### src/rtl/uart_rx_fifo.sv
// UART 8N1 receiver with a small receive FIFO and sticky error flags.
//
// state   | meaning
// --------+---------------------------------------------------------
// S_IDLE  | line idle; wait for rx_sync low (only once re-armed high)
// S_START | count to mid start bit, confirm low or reject as glitch
// S_DATA  | sample 8 data bits LSB first, one per CLKS_PER_BIT
// S_STOP  | sample stop bit; high -> push byte, low -> framing error
module uart_rx_fifo #(
  parameter int CLKS_PER_BIT = 108,
  parameter int FIFO_DEPTH   = 4
) (
  input  logic                          clock,
  input  logic                          resetActiveHigh,
  input  logic                          uartReceive,
  input  logic                          rxPop,
  input  logic                          errorClear,
  output logic [7:0]                    rxData,
  output logic                          rxValid,
  output logic [$clog2(FIFO_DEPTH):0]   rxCount,
  output logic                          rxByteDone,
  output logic                          framingError,
  output logic                          overrunError
);

  localparam int CNT_W = $clog2(CLKS_PER_BIT);
  localparam int AW    = $clog2(FIFO_DEPTH);
  localparam int CW    = AW + 1;

  localparam logic [CNT_W-1:0] CNT_LAST = CNT_W'(CLKS_PER_BIT - 1);
  localparam logic [CNT_W-1:0] CNT_HALF = CNT_W'(CLKS_PER_BIT / 2 - 1);
  localparam logic [CW-1:0]    CNT_FULL = CW'(FIFO_DEPTH);

  typedef enum logic [1:0] {
    S_IDLE  = 2'd0,
    S_START = 2'd1,
    S_DATA  = 2'd2,
    S_STOP  = 2'd3
  } state_t;

  logic [1:0]       sync_q, sync_d;
  logic             rx_sync;
  state_t           state_q, state_d;
  logic [CNT_W-1:0] cnt_q, cnt_d;
  logic [2:0]       idx_q, idx_d;
  logic [7:0]       shift_q, shift_d;
  logic             armed_q, armed_d;
  logic             push_q, push_d;
  logic             frame_err_set;

  logic [7:0]       mem_q [FIFO_DEPTH];
  logic [7:0]       mem_d [FIFO_DEPTH];
  logic [AW-1:0]    wr_ptr_q, wr_ptr_d;
  logic [AW-1:0]    rd_ptr_q, rd_ptr_d;
  logic [CW-1:0]    count_q, count_d;
  logic             framing_q, framing_d;
  logic             overrun_q, overrun_d;

  logic             fifo_full;
  logic             pop_fire;
  logic             push_fire;
  logic             overrun_set;

  assign rx_sync = sync_q[1];

  // Two-flop synchronizer input for the asynchronous serial line.
  always_comb begin
    sync_d = {sync_q[0], uartReceive};
  end

  // Receiver next-state: bit timing, shift assembly and stop-bit decision.
  // armed_q keeps a line that stays low after a bad stop bit (or across
  // reset) from being mistaken for a new start bit.
  always_comb begin
    state_d       = state_q;
    cnt_d         = cnt_q;
    idx_d         = idx_q;
    shift_d       = shift_q;
    armed_d       = armed_q;
    push_d        = 1'b0;
    frame_err_set = 1'b0;
    case (state_q)
      S_IDLE: begin
        cnt_d = '0;
        idx_d = '0;
        if (rx_sync) begin
          armed_d = 1'b1;
        end else if (armed_q) begin
          state_d = S_START;
        end
      end
      S_START: begin
        if (cnt_q == CNT_HALF) begin
          cnt_d   = '0;
          state_d = rx_sync ? S_IDLE : S_DATA;
        end else begin
          cnt_d = cnt_q + CNT_W'(1);
        end
      end
      S_DATA: begin
        if (cnt_q == CNT_LAST) begin
          cnt_d          = '0;
          shift_d[idx_q] = rx_sync;
          idx_d          = idx_q + 3'd1;
          if (idx_q == 3'd7) begin
            state_d = S_STOP;
          end
        end else begin
          cnt_d = cnt_q + CNT_W'(1);
        end
      end
      S_STOP: begin
        if (cnt_q == CNT_LAST) begin
          cnt_d   = '0;
          state_d = S_IDLE;
          if (rx_sync) begin
            push_d = 1'b1;
          end else begin
            frame_err_set = 1'b1;
            armed_d       = 1'b0;
          end
        end else begin
          cnt_d = cnt_q + CNT_W'(1);
        end
      end
      default: state_d = S_IDLE;
    endcase
  end

  // FIFO bookkeeping; a pop in the push cycle frees the slot so a full
  // FIFO still accepts the byte without overrun.
  always_comb begin
    fifo_full   = (count_q == CNT_FULL);
    pop_fire    = rxPop && (count_q != '0);
    push_fire   = push_q && (!fifo_full || pop_fire);
    overrun_set = push_q && fifo_full && !pop_fire;
    mem_d       = mem_q;
    wr_ptr_d    = wr_ptr_q;
    rd_ptr_d    = rd_ptr_q;
    count_d     = count_q;
    if (push_fire) begin
      mem_d[wr_ptr_q] = shift_q;
      wr_ptr_d        = wr_ptr_q + AW'(1);
    end
    if (pop_fire) begin
      rd_ptr_d = rd_ptr_q + AW'(1);
    end
    case ({push_fire, pop_fire})
      2'b10:   count_d = count_q + CW'(1);
      2'b01:   count_d = count_q - CW'(1);
      default: count_d = count_q;
    endcase
  end

  // Sticky error flags; a set event beats a clear in the same cycle.
  always_comb begin
    framing_d = framing_q;
    overrun_d = overrun_q;
    if (errorClear) begin
      framing_d = 1'b0;
      overrun_d = 1'b0;
    end
    if (frame_err_set) framing_d = 1'b1;
    if (overrun_set)   overrun_d = 1'b1;
  end

  // State register for synchronizer, receiver, FIFO and flags.
  always_ff @(posedge clock) begin
    if (resetActiveHigh) begin
      sync_q    <= 2'b11;
      state_q   <= S_IDLE;
      cnt_q     <= '0;
      idx_q     <= '0;
      shift_q   <= '0;
      armed_q   <= 1'b0;
      push_q    <= 1'b0;
      mem_q     <= '{default: '0};
      wr_ptr_q  <= '0;
      rd_ptr_q  <= '0;
      count_q   <= '0;
      framing_q <= 1'b0;
      overrun_q <= 1'b0;
    end else begin
      sync_q    <= sync_d;
      state_q   <= state_d;
      cnt_q     <= cnt_d;
      idx_q     <= idx_d;
      shift_q   <= shift_d;
      armed_q   <= armed_d;
      push_q    <= push_d;
      mem_q     <= mem_d;
      wr_ptr_q  <= wr_ptr_d;
      rd_ptr_q  <= rd_ptr_d;
      count_q   <= count_d;
      framing_q <= framing_d;
      overrun_q <= overrun_d;
    end
  end

  assign rxValid      = (count_q != '0);
  assign rxData       = rxValid ? mem_q[rd_ptr_q] : 8'h00;
  assign rxCount      = count_q;
  assign rxByteDone   = push_fire;
  assign framingError = framing_q;
  assign overrunError = overrun_q;

endmodule
### config.mk
export PLATFORM = sky130hd
export DESIGN_NAME = uart_rx_fifo
export DESIGN_NICKNAME = d
export VERILOG_FILES = /design/src/rtl/uart_rx_fifo.sv
export SDC_FILE = /design/constraint.sdc
export NUM_CORES = 1
export LEC_CHECK = 0
export CORE_MARGIN = 10
export CORE_UTILIZATION = 55
export DETAILED_ROUTE_END_ITERATION = 6
export GPL_TIMING_DRIVEN = 0
export HOLD_SLACK_MARGIN = 0.08
export PLACE_DENSITY = 0.74
export SLEW_MARGIN = 5
export SYNTH_ARGS = -nofsm -noshare
export SYNTH_HDL_FRONTEND = slang
export SYNTH_SLANG_ARGS = --single-unit
### constraint.sdc
create_clock -name clock -period 5.7 [get_ports clock]
set_input_delay 1.71 -clock clock [delete_from_list [all_inputs] [get_ports clock]]
set_output_delay 1.71 -clock clock [all_outputs]
set_load 0.05 [all_outputs]
==> key figures <==
Routing
  • Drt first pass iters: 6
  • Total Routed Length: 6.19 mm
  • Post-route antenna net violation count: 0
  • Vias/cell: 5.65
  • Drt wl/cell: 15.4 µm
  • DR vias: 2,273
  • Remaining DRCs: 0
  • Detailed Route Iter0 Violations: 106

Placed design
  • GP Congestion: 0.797
  • PortBufs: 18
  • DP HPWL: 4.15 mm

Setup path
  • CP arrival: 3.68 ns
  • Worst setup EP type: output port
  • Register-to-Register Path Depth: 9
  • CP Launch Type: input pin
  • Crit Path Max Fanout: 7
  • WP data required: 3.99 ns
  • Reg2reg start: rxCount[0]
  • Reg-to-Reg End: rxCount[2]
  • Flop-to-flop setup slack: 3.18 ns
  • CP Class: in -> out

Clocking
  • CTS Hold Bufs: 0
  • CTS tree: built
  • Clock transition at path regs: 0.07 ns
  • Cts repair resizes: 0
  • Root buf cell: clkbuf_8
  • H-tree depth: 3
  • Setup Fix Bufs, Post-CTS: 0
  • Clk Latency, worst-skew pair: 0.34 ns
  • Num CTS Buffers: 9
  • Sink Count: 65
  • Clock buffer depth: 2

Synthesis
  • Post-synthesis async set-or-reset flop share: 0
  • Post-synth EDFFs: 0
  • Yosys reg bits: 65
  • Main synth FF type: dfxtp_1
  • Yosys warns: 0
  • Cells after Synth: 298
  • Top cells by area, synth: dfxtp_1 (45%), nand3_1 (6.5%), mux4_2 (6.2%)
  • Post-synth top area share: 0.445
  • Synth Area per Inst: 9.81 µm²
  • Post-synth top area cell: dfxtp_1
  • Seq/Total Area, Yosys: 0.445
  • Netlist cell types: 45
  • Post-Syn Area: 2920 µm²
  • Syn Nets: 313

Power and ir drop
  • Total power: 0.861 mW
  • Max IR drop VDD: 0.000174 V
  • Leakage: 1.11 nW
  • Power Density: 255 nW/µm²

STA
  • Final setup viols: 0
  • Final hold violation count: 0
  • Max_slew headroom: 0.624
  • Actual slew at the worst max-slew pin: 0.563 ns
  • Final Cycle Share: 0.945
  • Final Critical Period: 5.39 ns
  • Clk_skew: 0.00740 ns
  • Unrepaired setup endpoints after global routing: no
  • Max-slew violation count: 0
  • Post-Route Setup TNS: 0 ns
  • Fmax: 186 MHz

Layout
  • Number of diodes: 0
  • Final design utilization: 0.657
  • # fillers: 461
  • Multi-input logic area: 1470 µm²
  • Nets: 342
  • Register area: 1300 µm²
  • Share of cells above drive strength 1: 0.139
  • P&R area growth vs syn: 15.6%

Floorplanning
  • Initial cell density of the core: 0.569
  • Chip width: 92.9 µm
  • Die height: 92.9 µm
  • # IOs: 20
  • Row count: 26
  • Core area: 5140 µm²
  • DIE AREA: 8630 µm²

GRT
  • GRT Total Usage: 0.151
  • Vias in the first global route: 2,213
  • Total gr overflow: 0
  • Wire length of the first global-routing pass: 10.4 mm
  • Initial antenna violation count: 0
  • Largest net degree at the start of global routing: 11

Outcome
  • Run status: complete, no violations

Hold path
  • Hold wc startpoint: sync_q[0]
  • Hold endpoint: sync_q[1]
  • Hold depth: 1
  • Worst Hold Class: reg -> reg

Run
  • Max-Cap Viols: 0
## layout make-up
type                            count  share of cell area
Buffer                             17              0.0337
Clock buffer                       13              0.0441
Clock inverter                      3              0.0118
Inverter                           11              0.0122
Multi-Input combinational cell    205               0.434
Sequential cell                    65               0.385
Tap cell                           70              0.0259
Timing Repair Buffer               18              0.0533
## cells by family after synthesis
logic type      Yosys count  synth area share
buf+inv                  28            0.0531
xor+xnor                 10            0.0300
simple gates            121             0.244
flops                    65             0.445
mux                      17            0.0942
fa+ha+maj                10            0.0454
compound gates           47            0.0886
## critical path, stage by stage
cell and delay [ns]:
clkdlybuf4s50_1 0.43, or4b_1 0.50, buf_6 0.17, nand2_2 0.12, inv_1 0.05, clkdlybuf4s50_1 0.69
## where the power goes
group / switching, mW / internal, mW
clock: 0.174 / 0.213
combinational: 0.0118 / 0.00521
sequential: 0.00147 / 0.456
## how the worst max path moves through the flow
stage               startpoint  cells after the start         end
floorplan                rxPop                      4  rxByteDone
global placement         rxPop                      6  rxByteDone
detailed placement       rxPop                      6  rxByteDone
finish                   rxPop                      6  rxByteDone
global route             rxPop                      6  rxByteDone
CTS                      rxPop                      6  rxByteDone
## Yosys cell counts, types with 2 or more instances
library cell and n:
nand2b_1 3, nand2_1 19, nor2_1 17, nor3b_1 2, buf_6 6, a31oi_1 2
dfxtp_1 65, mux4_2 8, buf_2 4, or3_1 4, and2_1 9, nand3_4 5
clkbuf_1 6, nor3_1 5, nor4b_2 2, xor2_1 5, nor4_1 4, nand3_1 38
inv_1 8, o21ai_1 32, o21ai_0 2, or2_2 2, inv_2 2, mux2i_1 8
nand4_1 3, ha_1 9, a21oi_1 6, xnor2_1 5
## per-stage QoR
| step | hold WS (ns) | area, µm² | worst slack [ns] | std cells |
|---|---|---|---|---|
| final | 0.414 | 3380 | 0.312 | 402 |
| after global routing | 0.438 | 3380 | 0.222 | 402 |
| after CTS | 0.418 | 3380 | 0.290 | 402 |
| after detailed placement | 0.397 | 3190 | 0.306 | 386 |
| after global placement | 0.396 | 3190 | 0.295 | 386 |
| after floorplan | 0.389 | 2920 | 1.33 | 298 |
## state kept, by name (all words and copies together) (netlist names), named ones only
signal        cells
mem_q            32
shift_q           8
cnt_q             7
idx_q             3
rxCount           3
rd_ptr_q          2
sync_q            2
wr_ptr_q          2
armed_q           1
framingError      1
overrunError      1
push_q            1
state_q           1
## placed cells by master (no fill, tap or decap), types with 9 or more instances in the layout
master	Yosys	layout
dfxtp_1	65	65
nand3_1	38	38
o21ai_1	32	32
nand2_1	19	19
clkdlybuf4s50_1	0	18
nor2_1	17	17
clkbuf_8	0	10
and2_1	9	9
clkbuf_1	6	9
ha_1	9	9
## routing by layer
layer,part of all wire,vias up,track usage
li1,-,1126,-
met1,0.44,1059,0.171
met2,0.49,64,0.249
met3,0.042,24,0.0331
met4,0.032,0,0.100
met5,0,-,0
Note: power is estimated with default switching activity, not from simulation.
